## config.mk

```make
export PLATFORM = sky130hd
export DESIGN_NAME = sprite_pixel_fetch
export DESIGN_NICKNAME = d
export VERILOG_FILES = /design/src/rtl/sprite_pixel_fetch.sv
export SDC_FILE = /design/constraint.sdc
export NUM_CORES = 1
export LEC_CHECK = 0
export CAP_MARGIN = 20
export CORE_UTILIZATION = 30
export DETAILED_ROUTE_END_ITERATION = 8
export GPL_TIMING_DRIVEN = 0
export SLEW_MARGIN = 20
export SYNTH_ARGS = -nofsm -noshare
export SYNTH_HDL_FRONTEND = slang
export SYNTH_SLANG_ARGS = --single-unit
```

## constraint.sdc

```tcl
create_clock -name Clk -period 2.9 [get_ports Clk]
set_input_delay 0.58 -clock Clk [delete_from_list [all_inputs] [get_ports Clk]]
set_output_delay 0.58 -clock Clk [all_outputs]
set_load 0.01 [all_outputs]
```

## src/rtl/sprite_pixel_fetch.sv

```systemverilog
// Spritesheet pixel fetch: turns a sprite-relative request into a linear ROM
// read, realigns the colour index with its sideband after the fixed ROM
// latency, and counts opaque pixels per frame.
module sprite_pixel_fetch #(
    parameter int unsigned SHEET_W = 256,
    parameter int unsigned SHEET_H = 256,
    parameter int unsigned ADDR_W  = 16,
    parameter int unsigned CIDX_W  = 3,
    parameter int unsigned ROM_LAT = 2
) (
    input  logic              Clk,
    input  logic              Reset_n,
    input  logic              req_valid,
    input  logic [9:0]        spritesheet_x,
    input  logic [9:0]        spritesheet_y,
    input  logic [9:0]        spritesheet_xoffset,
    input  logic [9:0]        spritesheet_yoffset,
    input  logic              chef_in,
    input  logic [9:0]        drawx_in,
    input  logic [9:0]        drawy_in,
    input  logic              frame_start,
    output logic [ADDR_W-1:0] rom_addr,
    output logic              rom_rd,
    input  logic [CIDX_W-1:0] rom_data,
    output logic              pix_valid,
    output logic [CIDX_W-1:0] sprite_color_index,
    output logic [9:0]        pix_drawx,
    output logic [9:0]        pix_drawy,
    output logic              pix_chef,
    output logic              pix_transparent,
    output logic              pix_oob,
    output logic [15:0]       opaque_count
);

    localparam int unsigned SUM_W = 11;
    localparam int unsigned CNT_W = 16;
    localparam int unsigned LIN_W = 32;

    typedef struct packed {
        logic       valid;
        logic       oob;
        logic       chef;
        logic [9:0] drawx;
        logic [9:0] drawy;
    } sideband_t;

    logic [SUM_W-1:0]  px_c;
    logic [SUM_W-1:0]  py_c;
    logic [LIN_W-1:0]  lin_c;
    logic              oob_c;
    logic              rd_c;

    logic [ADDR_W-1:0] rom_addr_d, rom_addr_q;
    logic              rom_rd_d, rom_rd_q;
    sideband_t         sb_d [0:ROM_LAT];
    sideband_t         sb_q [0:ROM_LAT];
    sideband_t         sb_last_c;

    logic              pix_valid_d, pix_valid_q;
    logic [CIDX_W-1:0] cidx_d, cidx_q;
    logic [9:0]        drawx_d, drawx_q;
    logic [9:0]        drawy_d, drawy_q;
    logic              chef_d, chef_q;
    logic              transp_d, transp_q;
    logic              oob_d, oob_q;
    logic [CNT_W-1:0]  count_d, count_q;

    // Stage A: sheet coordinates, bounds test and linear address
    always_comb begin
        px_c  = SUM_W'(spritesheet_x) + SUM_W'(spritesheet_xoffset);
        py_c  = SUM_W'(spritesheet_y) + SUM_W'(spritesheet_yoffset);
        oob_c = (LIN_W'(px_c) >= SHEET_W) || (LIN_W'(py_c) >= SHEET_H);
        lin_c = LIN_W'(py_c) * SHEET_W + LIN_W'(px_c);
        rd_c  = req_valid && !oob_c;
    end

    // ROM request and sideband delay line; address holds when no read issues
    always_comb begin
        rom_rd_d   = rd_c;
        rom_addr_d = rom_addr_q;
        if (rd_c) begin
            rom_addr_d = lin_c[ADDR_W-1:0];
        end
        sb_d[0].valid = req_valid;
        sb_d[0].oob   = req_valid && oob_c;
        sb_d[0].chef  = chef_in;
        sb_d[0].drawx = drawx_in;
        sb_d[0].drawy = drawy_in;
        for (int i = 1; i <= int'(ROM_LAT); i++) begin
            sb_d[i] = sb_q[i-1];
        end
    end

    // Output stage: merge ROM data with the aligned sideband
    always_comb begin
        sb_last_c   = sb_q[ROM_LAT];
        pix_valid_d = sb_last_c.valid;
        cidx_d      = '0;
        if (sb_last_c.valid && !sb_last_c.oob) begin
            cidx_d = rom_data;
        end
        transp_d = sb_last_c.valid && (cidx_d == '0);
        oob_d    = sb_last_c.valid && sb_last_c.oob;
        drawx_d  = sb_last_c.drawx;
        drawy_d  = sb_last_c.drawy;
        chef_d   = sb_last_c.chef;
    end

    // Per-frame opaque pixel counter; frame_start has priority, saturating
    always_comb begin
        count_d = count_q;
        if (frame_start) begin
            count_d = '0;
        end else if (pix_valid_q && !transp_q && (count_q != '1)) begin
            count_d = count_q + CNT_W'(1);
        end
    end

    // State registers
    always_ff @(posedge Clk or negedge Reset_n) begin
        if (!Reset_n) begin
            rom_addr_q  <= '0;
            rom_rd_q    <= 1'b0;
            for (int i = 0; i <= int'(ROM_LAT); i++) begin
                sb_q[i] <= '0;
            end
            pix_valid_q <= 1'b0;
            cidx_q      <= '0;
            drawx_q     <= '0;
            drawy_q     <= '0;
            chef_q      <= 1'b0;
            transp_q    <= 1'b0;
            oob_q       <= 1'b0;
            count_q     <= '0;
        end else begin
            rom_addr_q  <= rom_addr_d;
            rom_rd_q    <= rom_rd_d;
            for (int i = 0; i <= int'(ROM_LAT); i++) begin
                sb_q[i] <= sb_d[i];
            end
            pix_valid_q <= pix_valid_d;
            cidx_q      <= cidx_d;
            drawx_q     <= drawx_d;
            drawy_q     <= drawy_d;
            chef_q      <= chef_d;
            transp_q    <= transp_d;
            oob_q       <= oob_d;
            count_q     <= count_d;
        end
    end

    assign rom_addr           = rom_addr_q;
    assign rom_rd             = rom_rd_q;
    assign pix_valid          = pix_valid_q;
    assign sprite_color_index = cidx_q;
    assign pix_drawx          = drawx_q;
    assign pix_drawy          = drawy_q;
    assign pix_chef           = chef_q;
    assign pix_transparent    = transp_q;
    assign pix_oob            = oob_q;
    assign opaque_count       = count_q;

endmodule
```

---- Word level (Yosys, flattened, before mapping) ----
Cells that the tools add are included.
word-level totals
  bits of input ports ..................... 68
  word-level logic and storage cells ...... 48
  register bits ........................... 129
operators by class
  add/subtract/negate cells ............... 4
  $lt $le $gt $ge ......................... 2
  multiplexer cells ....................... 3
  reduce and logical (&&, ||, !) cells .... 13
  equality and inequality tests ........... 1
operator list
  cell                     count
  $mux W16                 2
  $add A10 B10 Y11         2
  $ge A11 B9 Y1 const B    2
  $add A16 B1 Y16 const B  1
  $add A16 B11 Y16         1
  $ne A16 B16 Y1 const B   1
  $logic_and A1 B1 Y1      7
  $logic_not A1 Y1         3
  $logic_not A3 Y1         1
  $mux W3                  1
  $reduce_bool A2 Y1       1
  $logic_or A1 B1 Y1       1

---- Depth between registers and ports, before layout ----
Gate-level depths: netlist of the first run.
  depth after elaboration ................. 5
  gate-level depth with buffers ........... 14
  gate-level depth less buffers ........... 14

---- Least setup slack after synthesis of the first run ----
No wires, ideal clock.
  path type ............................... input to register
  from .................................... in spritesheet_x[1]
  to ...................................... reg rom_addr_q[15] (netlist: rom_addr[15])
  stages on the path ...................... 13
  data required time ...................... 2.775 ns
  path slack .............................. -0.420 ns
  arrival time ............................ 3.196 ns
  setup time .............................. 0.125 ns
  cell sequence ........................... ha_1 > a211oi_1 > nor3_1 > nand3b_1 > a21oi_1 > xor2_1 > inv_1 > ha_1 > nand3_1 > o31ai_1 > nand4_1 > xnor2_1 > mux2_2
between the ends
  longest elaborated chain between the ends .. 5
  elaborated cells on any way between the ends .. 6
  those cells by class .................... add/sub: 2; order compare: 1; reduce/logical: 3
RTL lines
  element               RTL line  text
  from (decl)           14        input logic [9:0] spritesheet_x,
  $add A10 B10 Y11 (*)  70        px_c = SUM_W'(spritesheet_x) + SUM_W'(spritesheet_xoffset);
  $ge A11 B9 Y1         72        oob_c = (LIN_W'(px_c) >= SHEET_W) || (LIN_W'(py_c) >= SHEET_H);
  $logic_or A1 B1 Y1    72
  $logic_not A1 Y1      74        rd_c = req_valid && !oob_c;
  $logic_and A1 B1 Y1   74
  to (signal assigned)  136       rom_addr_q <= rom_addr_d;
  to (decl)             53        logic [ADDR_W-1:0] rom_addr_d, rom_addr_q;
Mark *: on every way between the ends. The rest lies on a longest branch, timed or not.
A chain may end at the register's enable or synchronous reset.

---- Worst setup path in the final report of the first run ----
  from .................................... in spritesheet_yoffset[2]
  to ...................................... reg rom_addr_q[9] (netlist: rom_addr[9])
between the ends
  longest elaborated chain between the ends .. 5
RTL lines
  element              RTL line  text
  from (decl)          17        input logic [9:0] spritesheet_yoffset,
  $add A10 B10 Y11     71        py_c = SUM_W'(spritesheet_y) + SUM_W'(spritesheet_yoffset);
  $ge A11 B9 Y1        72
  $logic_or A1 B1 Y1   72
  $logic_not A1 Y1     74
  $logic_and A1 B1 Y1  74
Every way passes these cells.

==> impl_metrics.yaml, run 1 <==
outcome:
  status: "finished clean"
clocking:
  hold_buffers: 0
  clock-sinks: 129
  path_clk_slew_ps: 60
  clk_latency_ps: 400
  root_buffer: "clkbuf_16"
  cts_max_level: 4
  clockBufferDepth: 2
  cts_inserted_buffers: 17
  cts_tree: "done"
grt:
  antenna_found_initial: 0
  grt_pass1_wl_um: 16700
  grt_pass1_vias: 3401
  track_usage_pct: 12.3
  grt.overflow.total: 0
  grt_max_degree: 66
setup_path:
  cp.arrival_ps: 3120
  start_kind: "input pin"
  r2r_slack_ps: 670
  endpoint_kind: "flop"
  path_class: "in2reg"
  critical_path_peak_fanout: 4
  r2r_end: "opaque_count[13]"
  required_ps: 3190
  r2r_start: "opaque_count[0]"
  reg2reg_depth: 8
logic_synthesis:
  ys_ff_latch: 129
  yosys_most_used_dff: "dfrtp_1"
  yosys_warnings: 0
  synth_nets: 456
  synthTopCellsByArea: "dfrtp_1, ha_1, xor2_1"
  synth.top_cell.area_share_pct: 64.3
  synth_cell_types: 49
  synth_cells: 362
  synth_edf_count: 0
  syn_area_um2: 5020
  ys_seq_area_share_pct: 64.3
  avgSynthCellArea_um2: 13.9
  synthArstFlopShare_pct: 100
  synth_top_area_cell: "dfrtp_1"
placed_design:
  postPlaceCellArea_um2: 6770
  hpwl_um: 7160
  port_buffers: 126
  place_congestion: 0.857
final_layout:
  drive_gt1_share_pct: 25.5
  seqCellArea_um2: 3230
  final_core_util_pct: 47.9
  nets: 630
  final_common_cell: "dfrtp_1"
  final_cell_mix: "dfrtp_1, clkdlybuf4s50_1, buf_4, nor2_1, xor2_1"
  multi_input_area_um2: 2040
  syn2layout_area_growth_pct: 53.6
  fillers: 1422
  design_area_um2: 7710
  diodes: 0
floorplanning:
  rows: 46
  dieArea_um2: 17300
  die-height_um: 131
  start_util_pct: 31.2
  core-area_um2: 16100
  die_w_um: 131
  ioPinCount: 128
route:
  first_pass_iters: 4
  wl_per_cell_um: 13.8
  first_iter_violations: 118
  drc: 0
  drtAntennaViolNets: 0
  vias_per_cell: 4.41
  wl_um: 10500
  via_count: 3373
min_path:
  min_path_type: "in2async"
power_and_ir_drop:
  p_per_area_nw_per_um2: 691
  leakagePower_nw: 3.37
  power_mw: 5.33
  max-vdd-ir-drop_mv: 0.362
sta:
  post-route-period-util_pct: 97.8
  slew_headroom_pct: 61.0
  max_freq_mhz: 353
  setup-tns-final_ps: 0
  worst-slew-pin-transition_ps: 585
  period_minus_slack_ps: 2840
  final-hold-violation-count: 0
  slew_viol_final: 0
  setup_viol: 0
  finClkSkew_ps: 10.6
flow_run:
  cap_violations: 0
[routing by layer]
layer  share of wire (%)  GRT usage, %
met5                   0             0
met4                0.57          4.84
met3                 6.1          4.48
met2                  49          19.5
met1                  45          15.4
[stage by stage]
step | setup WS (ps) | hold WS (ps) | std cells
detailed placement | -911 | 335 | 705
finish | 64.2 | 164 | 765
global placement | -3570 | 332 | 704
CTS | 6.09 | 162 | 749
global route | -7.68 | 188 | 765
floorplan | -77.1 | 284 | 362
[report_power, final]
group	leakage [nW]	switching, mW	internal, mW	total, mW
Clock	0.304	0.867	1.31	2.18
Sequential	1.57	0.0836	1.97	2.05
Combinational	1.50	0.450	0.647	1.10
[worst max-delay path by stage]
stage / startpoint / endpoint
after detailed placement: spritesheet_x[1] / rom_addr[15]
final: spritesheet_yoffset[2] / rom_addr[9]
after CTS: spritesheet_xoffset[0] / rom_addr[15]
after global routing: spritesheet_x[5] / rom_addr[13]
after global placement: Reset_n / rom_addr[15]
after floorplan: spritesheet_x[1] / rom_addr[15]
[what timing repair did]
action                     4_1_cts  5_1_grt
gates resized for setup         36       46
pin swaps                       19       40
gates cloned                     0        1
setup buffers                   12       17
setup endpoints to repair       17       15
[cell families (layout without fill, tap and decap cells)]
family | Yosys count | after routing | share of synthesized area, %
flip-flops | 129 | 129 | 64.3
AND/OR/NAND/NOR | 94 | 94 | 10.4
AO/OA/AOI/OAI | 46 | 46 | 6.55
XOR/XNOR | 35 | 35 | 6.10
adder cells (fa/ha/maj) | 26 | 26 | 6.93
multiplexers | 17 | 17 | 4.36
buffers and inverters | 15 | 202 | 1.42
[registers in the layout, indices dropped and copies added, names as in the netlist]
register,count
pix_drawy,10
sb_d,46
pix_chef,1
sprite_color_index,3
rom_addr,16
rom_rd,1
pix_valid,1
pix_drawx,10
sb_last_c,1
opaque_count,16
pix_valid_d,1
chef_d,1
pix_transparent,1
pix_oob,1
drawx_d,10
drawy_d,10
[layout make-up]
| class | count | share of cell area, % |
|---|---|---|
| clock buffer | 17 | 5.52 |
| inverter | 10 | 0.487 |
| sequential | 129 | 41.9 |
| tap | 216 | 3.50 |
| buffer | 3 | 0.357 |
| clock inverter | 15 | 2.43 |
| timing repair buffer | 157 | 19.4 |
| multi-input combinational | 218 | 26.4 |
[Yosys cell counts (2+ instances only)]
cell type and count:
nor3_1 2, a21oi_1 16, dfrtp_1 129, mux2_2 7, fa_1 3, and2_1 8
o211ai_1 2, inv_1 10, nand4_1 8, a211oi_1 3, clkbuf_1 2, nand2b_1 5
ha_1 23, o21bai_1 4, nand3_1 10, buf_6 2, o2111ai_1 2, nor2b_1 7
xnor2_1 15, nand2_1 13, o21ai_0 5, nand3b_1 2, xor2_1 20, mux2_4 8
a21o_1 4, nor2_1 27, mux2i_1 2, a21oi_2 2
[worst max-delay path, stage by stage]
cell and delay (ps):
clkdlybuf4s50_1 410, ha_2 400, o21ai_0 170, o21bai_1 170, a21oi_1 90, o21ai_0 280
mux2i_2 330, nand4_4 200, clkbuf_16 210, mux2_4 290
Note: power is estimated with default switching activity, not from simulation.
==> run 2, diff against run 1 <==
--- a/config.mk
+++ b/config.mk
@@ -5,10 +5,12 @@
 export SDC_FILE = /design/constraint.sdc
 export NUM_CORES = 1
 export LEC_CHECK = 0
+export ABC_AREA = 1
 export CAP_MARGIN = 20
 export CORE_UTILIZATION = 30
 export DETAILED_ROUTE_END_ITERATION = 8
 export GPL_TIMING_DRIVEN = 0
+export PLACE_DENSITY = 0.64
 export SLEW_MARGIN = 20
 export SYNTH_ARGS = -nofsm -noshare
 export SYNTH_HDL_FRONTEND = slang
==> constraint.sdc (replaced) <==
create_clock -name Clk -period 3 [get_ports Clk]
set_input_delay 0.6 -clock Clk [delete_from_list [all_inputs] [get_ports Clk]]
set_output_delay 0.6 -clock Clk [all_outputs]
set_load 0.01 [all_outputs]
==> run 2 against run 1 <==
Against the previous run: worst hold slack gained 8.4 ps; synthesized area grew 7.0%; first-iteration DRC count up 31%; largest power group is now registers; flip-flop and latch count unchanged; critical path depth grew 11; via count is 20% higher; sequential power fell by 3%; sequential share of layout area rose by 0.11 points.
==> impl_metrics.yaml, run 2 <==
route:
  wl_um: 11200
  first_iter_violations: 155
  via_count: 4047
  first_pass_iters: 5
  vias_per_cell: 4.27
  drtAntennaViolNets: 0
  wl_per_cell_um: 11.8
  drc: 0
logic_synthesis:
  synth_cells: 558
  synth_edf_count: 0
  synth_top_area_cell: "dfrtp_1"
  synthTopCellsByArea: "dfrtp_1, nand2_1, ha_1"
  synthArstFlopShare_pct: 100
  syn_area_um2: 5370
  synth.most_common_cell: "nand2_1"
  synth_commonest_cells: "nand2_1, dfrtp_1, inv_1, nor2_1, nand3_1"
  avgSynthCellArea_um2: 9.63
  synth.top_cell.area_share_pct: 60.1
  synth_nets: 652
  synth_cell_types: 31
  yosys_warnings: 0
  yosys_most_used_dff: "dfrtp_1"
  ys_seq_area_share_pct: 60.1
  ys_ff_latch: 129
setup_path:
  critical_path_peak_fanout: 3
  path_common_cell: "nand2_1"
  slowest_delay_ps: 500
  reg2reg_depth: 12
  start_kind: "input pin"
  startpoint: "spritesheet_xoffset[0]"
  path_class: "in2reg"
  r2r_end: "opaque_count[8]"
  slowest_stage: "clkdlybuf4s50_1"
  required_ps: 3350
  r2r_start: "opaque_count[0]"
  endpoint_kind: "flop"
  cp_cell_sequence: "clkdlybuf4s50_1 -> ha_4 -> inv_2 -> fa_2 -> inv_2 -> nand2_1 -> nand2_2 -> nand3_4 -> nand2_2 -> nand2_1 -> nand2_2 -> nor2_4 -> fa_2 -> nand2_1 -> inv_1 -> o21ai_2 -> nor2_1 -> nand2_1 -> xnor2_1 -> nand2_1 -> nand2_1"
  cp.arrival_ps: 3190
  r2r_slack_ps: 910
grt:
  antenna_found_initial: 0
  track_usage_pct: 12.9
  grt_max_degree: 71
  grt_pass1_vias: 3807
  grt.overflow.total: 0
  grt_pass1_wl_um: 18200
clocking:
  root_buffer: "clkbuf_16"
  clockBufferDepth: 2
  clock-sinks: 129
  hold_buffers: 0
  path_clk_slew_ps: 60
  cts_inserted_buffers: 17
  cts_tree: "done"
  cts_max_level: 4
  clk_latency_ps: 410
sta:
  timing.hold.ws_ps: 172
  post-route-period-util_pct: 94.6
  period_minus_slack_ps: 2840
  setup_viol: 0
  final-hold-violation-count: 0
  max_freq_mhz: 353
  worst-slew-pin-transition_ps: 565
  slew_headroom_pct: 62.3
  finClkSkew_ps: 9.13
  slew_viol_final: 0
final_layout:
  largest_reg_flops: 46
  nets: 804
  design_area_um2: 7690
  fillers: 1683
  final_common_cell: "nand2_1"
  drive_gt1_share_pct: 10.7
  final_cell_mix: "nand2_1, dfrtp_1, clkdlybuf4s50_1, inv_1, nor2_1"
  diodes: 0
  final_core_util_pct: 44.2
  syn2layout_area_growth_pct: 43.1
floorplanning:
  die-height_um: 136
  ioPinCount: 128
  core-area_um2: 17400
  dieArea_um2: 18500
  start_util_pct: 30.9
  rows: 48
  die_w_um: 136
power_and_ir_drop:
  power_mw: 4.91
  p_per_area_nw_per_um2: 639
  leakagePower_nw: 3.61
  max-vdd-ir-drop_mv: 0.424
outcome:
  status: "finished clean"
placed_design:
  postPlaceCellArea_um2: 6960
  place_congestion: 0.837
  port_buffers: 127
  hpwl_um: 8430
flow_run:
  cap_violations: 0
min_path:
  min_path_type: "in2async"
[run 2: worst max-delay path by stage]
stage                   end  cells after the start
3_3_place_gp       sb_d[25]                      1
4_1_cts        rom_addr[14]                     20
2_1_floorplan  rom_addr[14]                     20
6_report       rom_addr[14]                     21
3_5_place_dp   rom_addr[14]                     21
5_1_grt        rom_addr[14]                     21
[run 2: through the flow]
| step | setup slack (ps) | TNS, ps | std cells |
|---|---|---|---|
| global route | -9.79 | -9.79 | 948 |
| detailed placement | -742 | -3630 | 911 |
| global placement | -3610 | -466850 | 910 |
| floorplan | 119 | 0 | 558 |
| finish | 163 | 0 | 948 |
| CTS | 19.1 | 0 | 945 |
[run 2: worst max-delay path: cells and delay by family]
| kind | cells | cell delay [ps] |
|---|---|---|
| buf+inv | 4 | 660 |
| xor+xnor | 1 | 120 |
| compound gates | 1 | 160 |
| fa+ha+maj | 3 | 820 |
| simple gates | 12 | 820 |
[run 2: where the power goes]
group | internal (mW) | leakage [nW] | switching [mW] | total (mW)
combinational | 0.482 | 1.76 | 0.462 | 0.945
sequential | 1.91 | 1.57 | 0.0812 | 1.99
clock | 1.12 | 0.287 | 0.862 | 1.98
total | 3.51 | 3.61 | 1.41 | 4.91
[run 2: kinds of logic (layout without fill, tap and decap cells)]
group	after synthesis	in the layout	share of synthesized area, %
buffers and inverters	72	237	5.38
and+or+nand+nor	287	287	22.8
DFF	129	129	60.1
xor gates and xnor gates	13	13	2.12
adders and majority gates	26	26	6.47
AOI/OAI and AO/OA	31	31	3.19
[run 2: area by class of cell]
class | instances | area, um2 | area share (%)
plain buffers | 4 | 33.8 | 0.439
clock buffers | 17 | 425 | 5.53
clock inverters | 15 | 173 | 2.24
inverters | 68 | 255 | 3.32
multi-input cells | 357 | 1960 | 25.4
flip-flops and latches | 129 | 3230 | 42.0
well taps | 225 | 282 | 3.66
repair buffers | 133 | 1340 | 17.4
[run 2: per-layer routing]
layer,GRT usage (%),share of wire [%],wire (um),vias to the layer above
li1,-,-,-,2057
met1,16.2,44,4940,1853
met2,21.3,49,5480,124
met3,3.13,5.4,609,13
met4,5.43,1.3,148,0
met5,0,0,0,-
[run 2: repair_timing]
| item | in CTS | in global routing |
|---|---|---|
| setup buffers | 2 | 3 |
| gates resized for setup | 5 | 19 |
| setup endpoints to repair | 2 | 3 |
| cloned | 0 | 0 |
| pin swaps | 2 | 5 |
